<file path="src/rtl/uart_pkg.sv">
// uart_pkg
// Shared definitions for the UART transmitter and the uart_simple receiver.
// Holds the frame geometry, the line levels for mark and start, the
// transmitter FSM state encoding and a helper that assembles a frame.
// No ports; imported with "import uart_pkg::*;".
package uart_pkg;

    localparam int UART_FRAME_BITS = 12;
    localparam int UART_DATA_LSB   = 2;
    localparam int UART_DATA_MSB   = 9;

    localparam logic MARK  = 1'b1;
    localparam logic START = 1'b0;

    typedef enum logic [1:0] {
        S_IDLE = 2'd0,
        S_SEND = 2'd1,
        S_DONE = 2'd2
    } uart_state_e;

    // Builds the on-wire frame with bit 0 being the first bit sent:
    // mark, start, D0..D7, then two stop bits (mark level).
    function automatic logic [UART_FRAME_BITS-1:0] uartBuildFrame(input logic [7:0] data);
        logic [UART_FRAME_BITS-1:0] frame;
        frame = {UART_FRAME_BITS{MARK}};
        frame[0] = MARK;
        frame[1] = START;
        frame[UART_DATA_MSB:UART_DATA_LSB] = data;
        return frame;
    endfunction

endpackage

</file>
<file path="src/rtl/uart_baud_tick.sv">
// uart_baud_tick
// Baud-rate divider for the UART transmitter. Counts clk cycles from 0 to
// CLKS_PER_BIT-1 and raises tick for the single cycle the count sits at its
// terminal value, then wraps. Same clock domain as everything else.
// Ports:
//   clk    in  1  system clock
//   btn0   in  1  synchronous active-high reset
//   clear  in  1  holds the count at zero while high
//   tick   out 1  one-cycle enable at terminal count
module uart_baud_tick #(
    parameter int CLKS_PER_BIT = 5208
) (
    input  logic clk,
    input  logic btn0,
    input  logic clear,
    output logic tick
);

    localparam int CW = (CLKS_PER_BIT > 1) ? $clog2(CLKS_PER_BIT) : 1;
    localparam logic [CW-1:0] LAST_COUNT = CW'(CLKS_PER_BIT - 1);

    logic [CW-1:0] count_q;
    logic [CW-1:0] count_d;

    // tick is decoded from the registered count, so it is glitch-free and
    // lines up with the last cycle of each bit period.
    assign tick = (count_q == LAST_COUNT);

    // Wrap on terminal count; clear forces the next bit period to start at
    // zero so the first bit of a frame gets its full length.
    always_comb begin
        count_d = count_q + CW'(1);
        if (clear || tick) begin
            count_d = '0;
        end
    end

    // Count register.
    always_ff @(posedge clk) begin
        if (btn0) begin
            count_q <= '0;
        end else begin
            count_q <= count_d;
        end
    end

endmodule

</file>
<file path="src/rtl/uart_transmitter.sv">
// uart_transmitter
// Serialises one byte into the 12-bit frame expected by the uart_simple
// receiver: mark, start, D0..D7 (LSB first), two stop bits. Each bit is
// held for CLKS_PER_BIT clk cycles. All outputs are registered.
// Ports:
//   clk              in   1  system clock
//   btn0             in   1  synchronous active-high reset
//   tx_start         in   1  request to send tx_data
//   tx_data          in   8  byte to send, captured when tx_start is accepted
//   onebit_data_out  out  1  serial line, idles high
//   tx_busy          out  1  high while a frame is on the line
//   tx_done          out  1  one-cycle pulse after the last stop bit
module uart_transmitter
    import uart_pkg::*;
#(
    parameter int CLKS_PER_BIT = 5208
) (
    input  logic       clk,
    input  logic       btn0,
    input  logic       tx_start,
    input  logic [7:0] tx_data,
    output logic       onebit_data_out,
    output logic       tx_busy,
    output logic       tx_done
);

    localparam int FRAME_BITS = UART_FRAME_BITS;
    localparam logic [3:0] LAST_BIT = 4'(FRAME_BITS - 1);

    uart_state_e           state_q, state_d;
    logic [FRAME_BITS-1:0] shift_q, shift_d;
    logic [3:0]            bitIdx_q, bitIdx_d;
    logic                  line_q, line_d;
    logic                  busy_q, busy_d;
    logic                  done_q, done_d;
    logic                  baudClear;
    logic                  baudTick;

    // The divider only runs while a frame is being sent; in IDLE and DONE it
    // is held at zero so the next frame starts with a full-length bit.
    assign baudClear = (state_q != S_SEND);

    uart_baud_tick #(
        .CLKS_PER_BIT(CLKS_PER_BIT)
    ) u_baud_tick (
        .clk   (clk),
        .btn0  (btn0),
        .clear (baudClear),
        .tick  (baudTick)
    );

    // Next-state logic. DONE accepts a new request just like IDLE, which is
    // what gives back-to-back frames with a single high cycle between them.
    // Outputs are computed from the next state so that they can be
    // registered and still line up with the state they describe.
    always_comb begin
        state_d  = state_q;
        shift_d  = shift_q;
        bitIdx_d = bitIdx_q;
        line_d   = MARK;
        busy_d   = 1'b0;
        done_d   = 1'b0;

        case (state_q)
            S_IDLE, S_DONE: begin
                state_d = S_IDLE;
                if (tx_start) begin
                    shift_d  = uartBuildFrame(tx_data);
                    bitIdx_d = 4'd0;
                    state_d  = S_SEND;
                end
            end
            S_SEND: begin
                if (baudTick) begin
                    if (bitIdx_q == LAST_BIT) begin
                        state_d = S_DONE;
                    end else begin
                        shift_d  = {MARK, shift_q[FRAME_BITS-1:1]};
                        bitIdx_d = bitIdx_q + 4'd1;
                    end
                end
            end
            default: begin
                state_d = S_IDLE;
            end
        endcase

        case (state_d)
            S_SEND: begin
                line_d = shift_d[0];
                busy_d = 1'b1;
            end
            S_DONE: begin
                done_d = 1'b1;
            end
            default: begin
                line_d = MARK;
            end
        endcase
    end

    // State and output registers; reset abandons any frame in flight.
    always_ff @(posedge clk) begin
        if (btn0) begin
            state_q  <= S_IDLE;
            shift_q  <= '0;
            bitIdx_q <= 4'd0;
            line_q   <= MARK;
            busy_q   <= 1'b0;
            done_q   <= 1'b0;
        end else begin
            state_q  <= state_d;
            shift_q  <= shift_d;
            bitIdx_q <= bitIdx_d;
            line_q   <= line_d;
            busy_q   <= busy_d;
            done_q   <= done_d;
        end
    end

    assign onebit_data_out = line_q;
    assign tx_busy         = busy_q;
    assign tx_done         = done_q;

endmodule
</file>
<file path="config.mk">
export PLATFORM = sky130hd
export DESIGN_NAME = uart_transmitter
export DESIGN_NICKNAME = d
export VERILOG_FILES = /design/src/rtl/uart_pkg.sv /design/src/rtl/uart_baud_tick.sv /design/src/rtl/uart_transmitter.sv
export SDC_FILE = /design/constraint.sdc
export NUM_CORES = 1
export LEC_CHECK = 0
export CAP_MARGIN = 20
export CORE_ASPECT_RATIO = 0.6
export CORE_MARGIN = 2
export CORE_UTILIZATION = 30
export DETAILED_ROUTE_END_ITERATION = 6
export PLACE_DENSITY = 0.52
export SETUP_SLACK_MARGIN = 0.3
export SYNTH_ARGS = -nofsm -noshare
export SYNTH_HDL_FRONTEND = slang
export SYNTH_SLANG_ARGS = --single-unit
</file>
<file path="constraint.sdc">
create_clock -name clk -period 1.97 [get_ports clk]
set_input_delay 0.394 -clock clk [delete_from_list [all_inputs] [get_ports clk]]
set_output_delay 0.394 -clock clk [all_outputs]
set_load 0.005 [all_outputs]
</file>
Word-level counts from Yosys, hierarchy flattened --
Cells that the tools add are included.
Operators by class: add/subtract/negate cells 2, equal/unequal tests 10, multiplexer cells 14, bitwise logic cells 1, reduce and logical (&&, ||, !) cells 7
Operators by type and width (number):
- $mux 12 | 3
- $pmux 12 s2 | 1
- $add 13x1->13 const B | 1
- $eq 13x13->1 const B | 1
- $mux 4 | 3
- $pmux 4 s2 | 1
- $reduce_or 2->1 | 3
- $add 4x1->4 const B | 1
- $eq 2x1->1 const B | 2
- $eq 2x2->1 const B | 2
- $eq 4x4->1 const B | 1
- $mux 2 | 2
- $ne 2x1->1 const B | 2
- $ne 2x2->1 const B | 2
- $pmux 2 s2 | 1
- $reduce_and 4->1 | 1
- $mux 1 | 3
- $logic_not 2->1 | 1
- $reduce_bool 2->1 | 1
- $logic_or 1x1->1 | 1
- $not 1->1 | 1
Word-level totals: flip-flop bits (word level) 34, input port bits 11, logic and storage cells 42

Depth between registers and ports, before layout --
depth in word-level cells 7, depth in mapped cells 6, depth with buffers taken out 5

By module --
From an unflattened synthesis, not the netlist that was laid out.
Second synthesis, totals: cells, all modules 170, area total of the unflattened synthesis 1636.6 µm²
Modules (own cells, without submodules):
- uart_transmitter | instances 1, cells each 98, area an instance 914.6 µm², sequential area each 420.4 µm²
- uart_baud_tick | instances 1, cells each 72, area an instance 721.9 µm², sequential area each 260.2 µm²

Worst setup path after synthesis --
OpenSTA, ideal clock, no wires.
path type register to register, start point register u_baud_tick.count_q[0], end point register bitIdx_q[0], setup time 70 ps, data arrival time 1498 ps, required time 1900 ps, path slack 402 ps, cell stages (with the launch flop) 6, buffers on the path 0, clock period less this slack 1568 ps, cell sequence dfxtp_1 -> ha_1 -> and4b_1 -> a21oi_1 -> or4_1 -> a21oi_1
Between the ends: word-level cells in the longest chain between the ends 3
Ends and longest elaborated chain:
- start: declaration | RTL line uart_baud_tick.sv:22 | logic [CW-1:0] count_q;
- start signal: assignment | RTL line uart_baud_tick.sv:43 | count_q <= count_d;
- $eq 13x13->1 | RTL line uart_baud_tick.sv:27 | assign tick = (count_q == LAST_COUNT);
- $ne 2x1->1 (no source line)
- $reduce_and 4->1 (no source line)
- end signal: assignment | RTL line uart_transmitter.sv:114 | bitIdx_q <= bitIdx_d;
- end: declaration | RTL line uart_transmitter.sv:32 | logic [3:0] bitIdx_q, bitIdx_d;
No other way between the ends. A chain may end at the register's enable or synchronous reset.

Worst setup path after layout --
start point register u_baud_tick.count_q[0], end point register line_q (netlist: onebit_data_out)
Between the ends: word-level cells in the longest chain between the ends 6, elaborated cells on any way between the ends 8, those cells by class eq/ne: 2; mux: 4; bitwise: 1; reduce/logical: 1
Ends and longest elaborated chain:
- $eq 13x13->1 * | RTL line uart_baud_tick.sv:27
- $mux 2 | RTL line uart_transmitter.sv:74 | if (baudTick) begin
- $pmux 2 s2 | RTL line uart_transmitter.sv:64 | case (state_q)
- $eq 2x1->1 | RTL line uart_transmitter.sv:88 | case (state_d)
- $not 1->1 (no source line)
- $reduce_or 2->1 (no source line)
- end signal: assignment | RTL line uart_transmitter.sv:115 | line_q <= line_d;
- end: declaration | RTL line uart_transmitter.sv:33 | logic line_q, line_d;
Mark *: on every way between the ends. The rest lies on a longest branch, timed or not. The select of a mux whose other input is x is not followed.

==> metrics <==
outcome complete, no violations; EDFF count, synth 0; first-pass iteration count of the detailed router 4; starting DRC count in detailed routing 100; TritonCTS clock tree yes; pin count of the biggest net entering global routing 15; min-delay src u_baud_tick.count_q[0]; area of the core approximately 5000 sq um; fraction of the yosys area taken by sequential cells 44.6%; clock slew at reported path FFs ~0.07 ns; final net count around 200; Die Area 5700 sq um; cell count after synthesis about 170; top flip-flop cell by instance count after synthesis sky130_fd_sc_hd__dfxtp_1; normalized max-slew margin 73.4%; count of yosys warnings during synthesis 0; number of buffers added to fix hold violations after cts 0; Maximum Capacitance Violations 0; layout cells sized above 1 between 10% and 20%; largest fanout on the critical path 13; die width ~96 um; average size of a mapped cell 9.04 sq um; setup tns final 0 ns; type of the worst min-delay path register to register; static power due to leakage about 0.00062 uW; minimum period implied by the final worst setup slack approximately 1.6 ns; number of I/O port buffers 13; number of H-tree levels 2; cell family with most CP delay simple AND/OR/NAND/NOR gates; remaining antenna violation count 0; num ports 14; ranking of synthesized cells by instance count sky130_fd_sc_hd__dfxtp_1, sky130_fd_sc_hd__nor2_1, sky130_fd_sc_hd__a21oi_1, sky130_fd_sc_hd__o31ai_1, sky130_fd_sc_hd__nand3_1; Core Rows 20; Setup WS post-layout approximately 0.37 ns; Critical Path Slowest Stage Cell sky130_fd_sc_hd__dfxtp_2; setup repair after global routing missed its margin true; unique cell type count in the Yosys netlist 40; post-synthesis sequential element count 34; critical path required time approximately 2.1 ns; half-perimeter wire length after placement 2.62 mm; Tightest Pin Transition 0.396 ns; first-pass GRT wire length between 5 and 6 mm; relative contribution of sequential cells to total power ~53%; worst setup path startpoint u_baud_tick.count_q[0]; via count of the first global-routing pass around 1100; total CTS buffers 5; CP bufs+invs 0; Tot GR Track Use between 10% and 20%; internal power component 1040 uW; switching power summed over all nets 350 uW; FFs w/ async S/R, synth 0%; top cells by area, synth sky130_fd_sc_hd__dfxtp_1, sky130_fd_sc_hd__o31ai_1, sky130_fd_sc_hd__xnor2_1; worst endpoint data arrival time between 1.5 and 2 ns; antenna violations before repair 0; net switching fraction of the power roughly a quarter; post-synth top area share approximately 45%; total non-filler cell area in the finished layout ~1900 sq um; proportion of power drawn by combinational gates 12.8%; average wire per standard cell ~15 um; wire length reported by the detailed router 3.76 mm; area of the mapped netlist 1530 sq um; largest voltage drop on the vdd net approximately 0.34 mV; count of unresolved DRC violations after routing 0; net count after synthesis 182; worst setup timing slack at the placement stage 0.0817 ns; placed instance count roughly 250; endpoints failing setup 0; worst setup skew after layout roughly 0.0040 ns; PD cells a little over 700 nW/um^2; GP Congestion 0.785; Final Non-Filler Cells 257; count of endpoints failing hold in the final timing report 0; period utilisation layout between 80% and 90%; combined area of the multi-input logic cells around 830 sq um; kind of capture point of the worst setup path register; kind of launch point of the worst setup path register; critical path class register to register; clock network power share about a third; upper clock frequency limit around 620 MHz; Clock Root Buffer sky130_fd_sc_hd__clkbuf_8; initial core utilization 30.7%; FF/Latch Area 684 sq um; Chip Height just under 60 um; worst stage delay on the critical path ~0.34 ns; Filler Cells Inserted slightly above 500; antenna cells 0; number of slew-limit violations in the final report 0; number of buffers on the longest clock path 2; library cell with the highest instance count after synthesis sky130_fd_sc_hd__dfxtp_1; via count normalized by instance count around 5.1; total vias in the final route 1312; TritonCTS Sinks 34; area growth from synthesis to final layout 25.1%; Congestion Overflow GR 0; Synth area leader sky130_fd_sc_hd__dfxtp_1; total design power 1390 uW; post-place instance area between 1500 and 2000 sq um; clock latency reported for the late side of the worst-skew pair about 0.28 ns; cell-by-cell trace of the critical path ha_1 -> and4b_1 -> and3_2 -> a211oi_2 -> o211ai_1; reg-to-reg critical path startpoint u_baud_tick.count_q[0]
-- state kept, by name, summed over array words and instances (netlist names) --
register / cells
bitIdx_q: 4
onebit_data_out: 1
shift_q: 12
state_q: 2
tx_busy: 1
tx_done: 1
u_baud_tick.count_q: 13
-- layer usage --
layer / vias up / share of wire [%] / routed length [um] / GRT usage (%)
met1: 625 / 57 / 2120 / 22.9
met3: 2 / 3.3 / 125 / 4.20
met4: 0 / 0.61 / 23 / 4.90
met2: 20 / 39 / 1480 / 17.0
li1: 665 / - / - / -
met5: - / 0 / 0 / 0
-- through the flow --
stage	utilization [%]	hold WS, ns
after floorplan	-	0.430
after global placement	35.7	0.449
after detailed placement	35.7	0.457
after CTS	37.5	0.473
after global routing	38.4	0.467
final	38.4	0.451
-- cell families (layout without fill, tap and decap cells) --
logic type               Yosys count  after routing  share of synthesized area (%)
AO/OA/AOI/OAI                     44             44                           20.0
XOR/XNOR                          11             11                           6.31
buffers and inverters             16             38                           4.34
adder cells (fa/ha/maj)            2              2                           1.64
multiplexers                       1              1                          0.655
flip-flops                        34             34                           44.6
AND/OR/NAND/NOR                   61             61                           22.5
-- area by class of cell --
class / count / area share (%)
sequential: 34 / 35.8
inverter: 6 / 1.18
multi-input combinational: 119 / 43.2
clock buffer: 7 / 3.99
timing repair buffer: 25 / 11.5
tap: 66 / 4.32
-- final timing paths --
check | to | slack [ns] | depth (start not counted)
setup / recovery | onebit_data_out | 0.37 | 5
hold / removal | u_baud_tick.count_q[0] | 0.45 | 1
setup reg to reg | onebit_data_out | 0.37 | 5
hold reg to reg | u_baud_tick.count_q[0] | 0.45 | 1
-- what timing repair did --
item,in CTS,in global routing
gates resized for setup,4,10
cloned,0,0
setup buffers,0,1
pin swaps,0,1
setup endpoints to repair,18,16
-- power groups by stage --
stage | Combinational (uW) | Clock (uW) | Sequential, uW
2_1_floorplan | 95.1 | 0 | 740
3_3_place_gp | 163 | 0 | 743
3_5_place_dp | 166 | 0 | 743
4_1_cts | 170 | 494 | 728
5_1_grt | 195 | 524 | 732
6_report | 178 | 481 | 729
-- cell usage in the layout (no fill, tap or decap), types with 2 or more instances in the layout --
cell                              synthesis  routed
sky130_fd_sc_hd__dfxtp_1                 34      31
sky130_fd_sc_hd__nor2_1                  19      18
sky130_fd_sc_hd__a21oi_1                 15      15
sky130_fd_sc_hd__clkdlybuf4s50_1          0      13
sky130_fd_sc_hd__o31ai_1                 12      12
sky130_fd_sc_hd__buf_4                    0      12
sky130_fd_sc_hd__xnor2_1                  9       9
sky130_fd_sc_hd__nand3_1                 10       8
sky130_fd_sc_hd__a32oi_1                  8       8
sky130_fd_sc_hd__inv_1                    6       6
sky130_fd_sc_hd__nor4_1                   6       5
sky130_fd_sc_hd__nand2_1                  5       5
sky130_fd_sc_hd__clkbuf_8                 0       5
sky130_fd_sc_hd__nor3_1                   4       4
sky130_fd_sc_hd__dfxtp_2                  0       3
sky130_fd_sc_hd__nand3_2                  0       2
sky130_fd_sc_hd__a211oi_2                 0       2
sky130_fd_sc_hd__and2_1                   2       2
sky130_fd_sc_hd__xor2_1                   2       2
sky130_fd_sc_hd__ha_1                     2       2
sky130_fd_sc_hd__clkbuf_1                 4       2
Power figures use the tool's default switching activity.
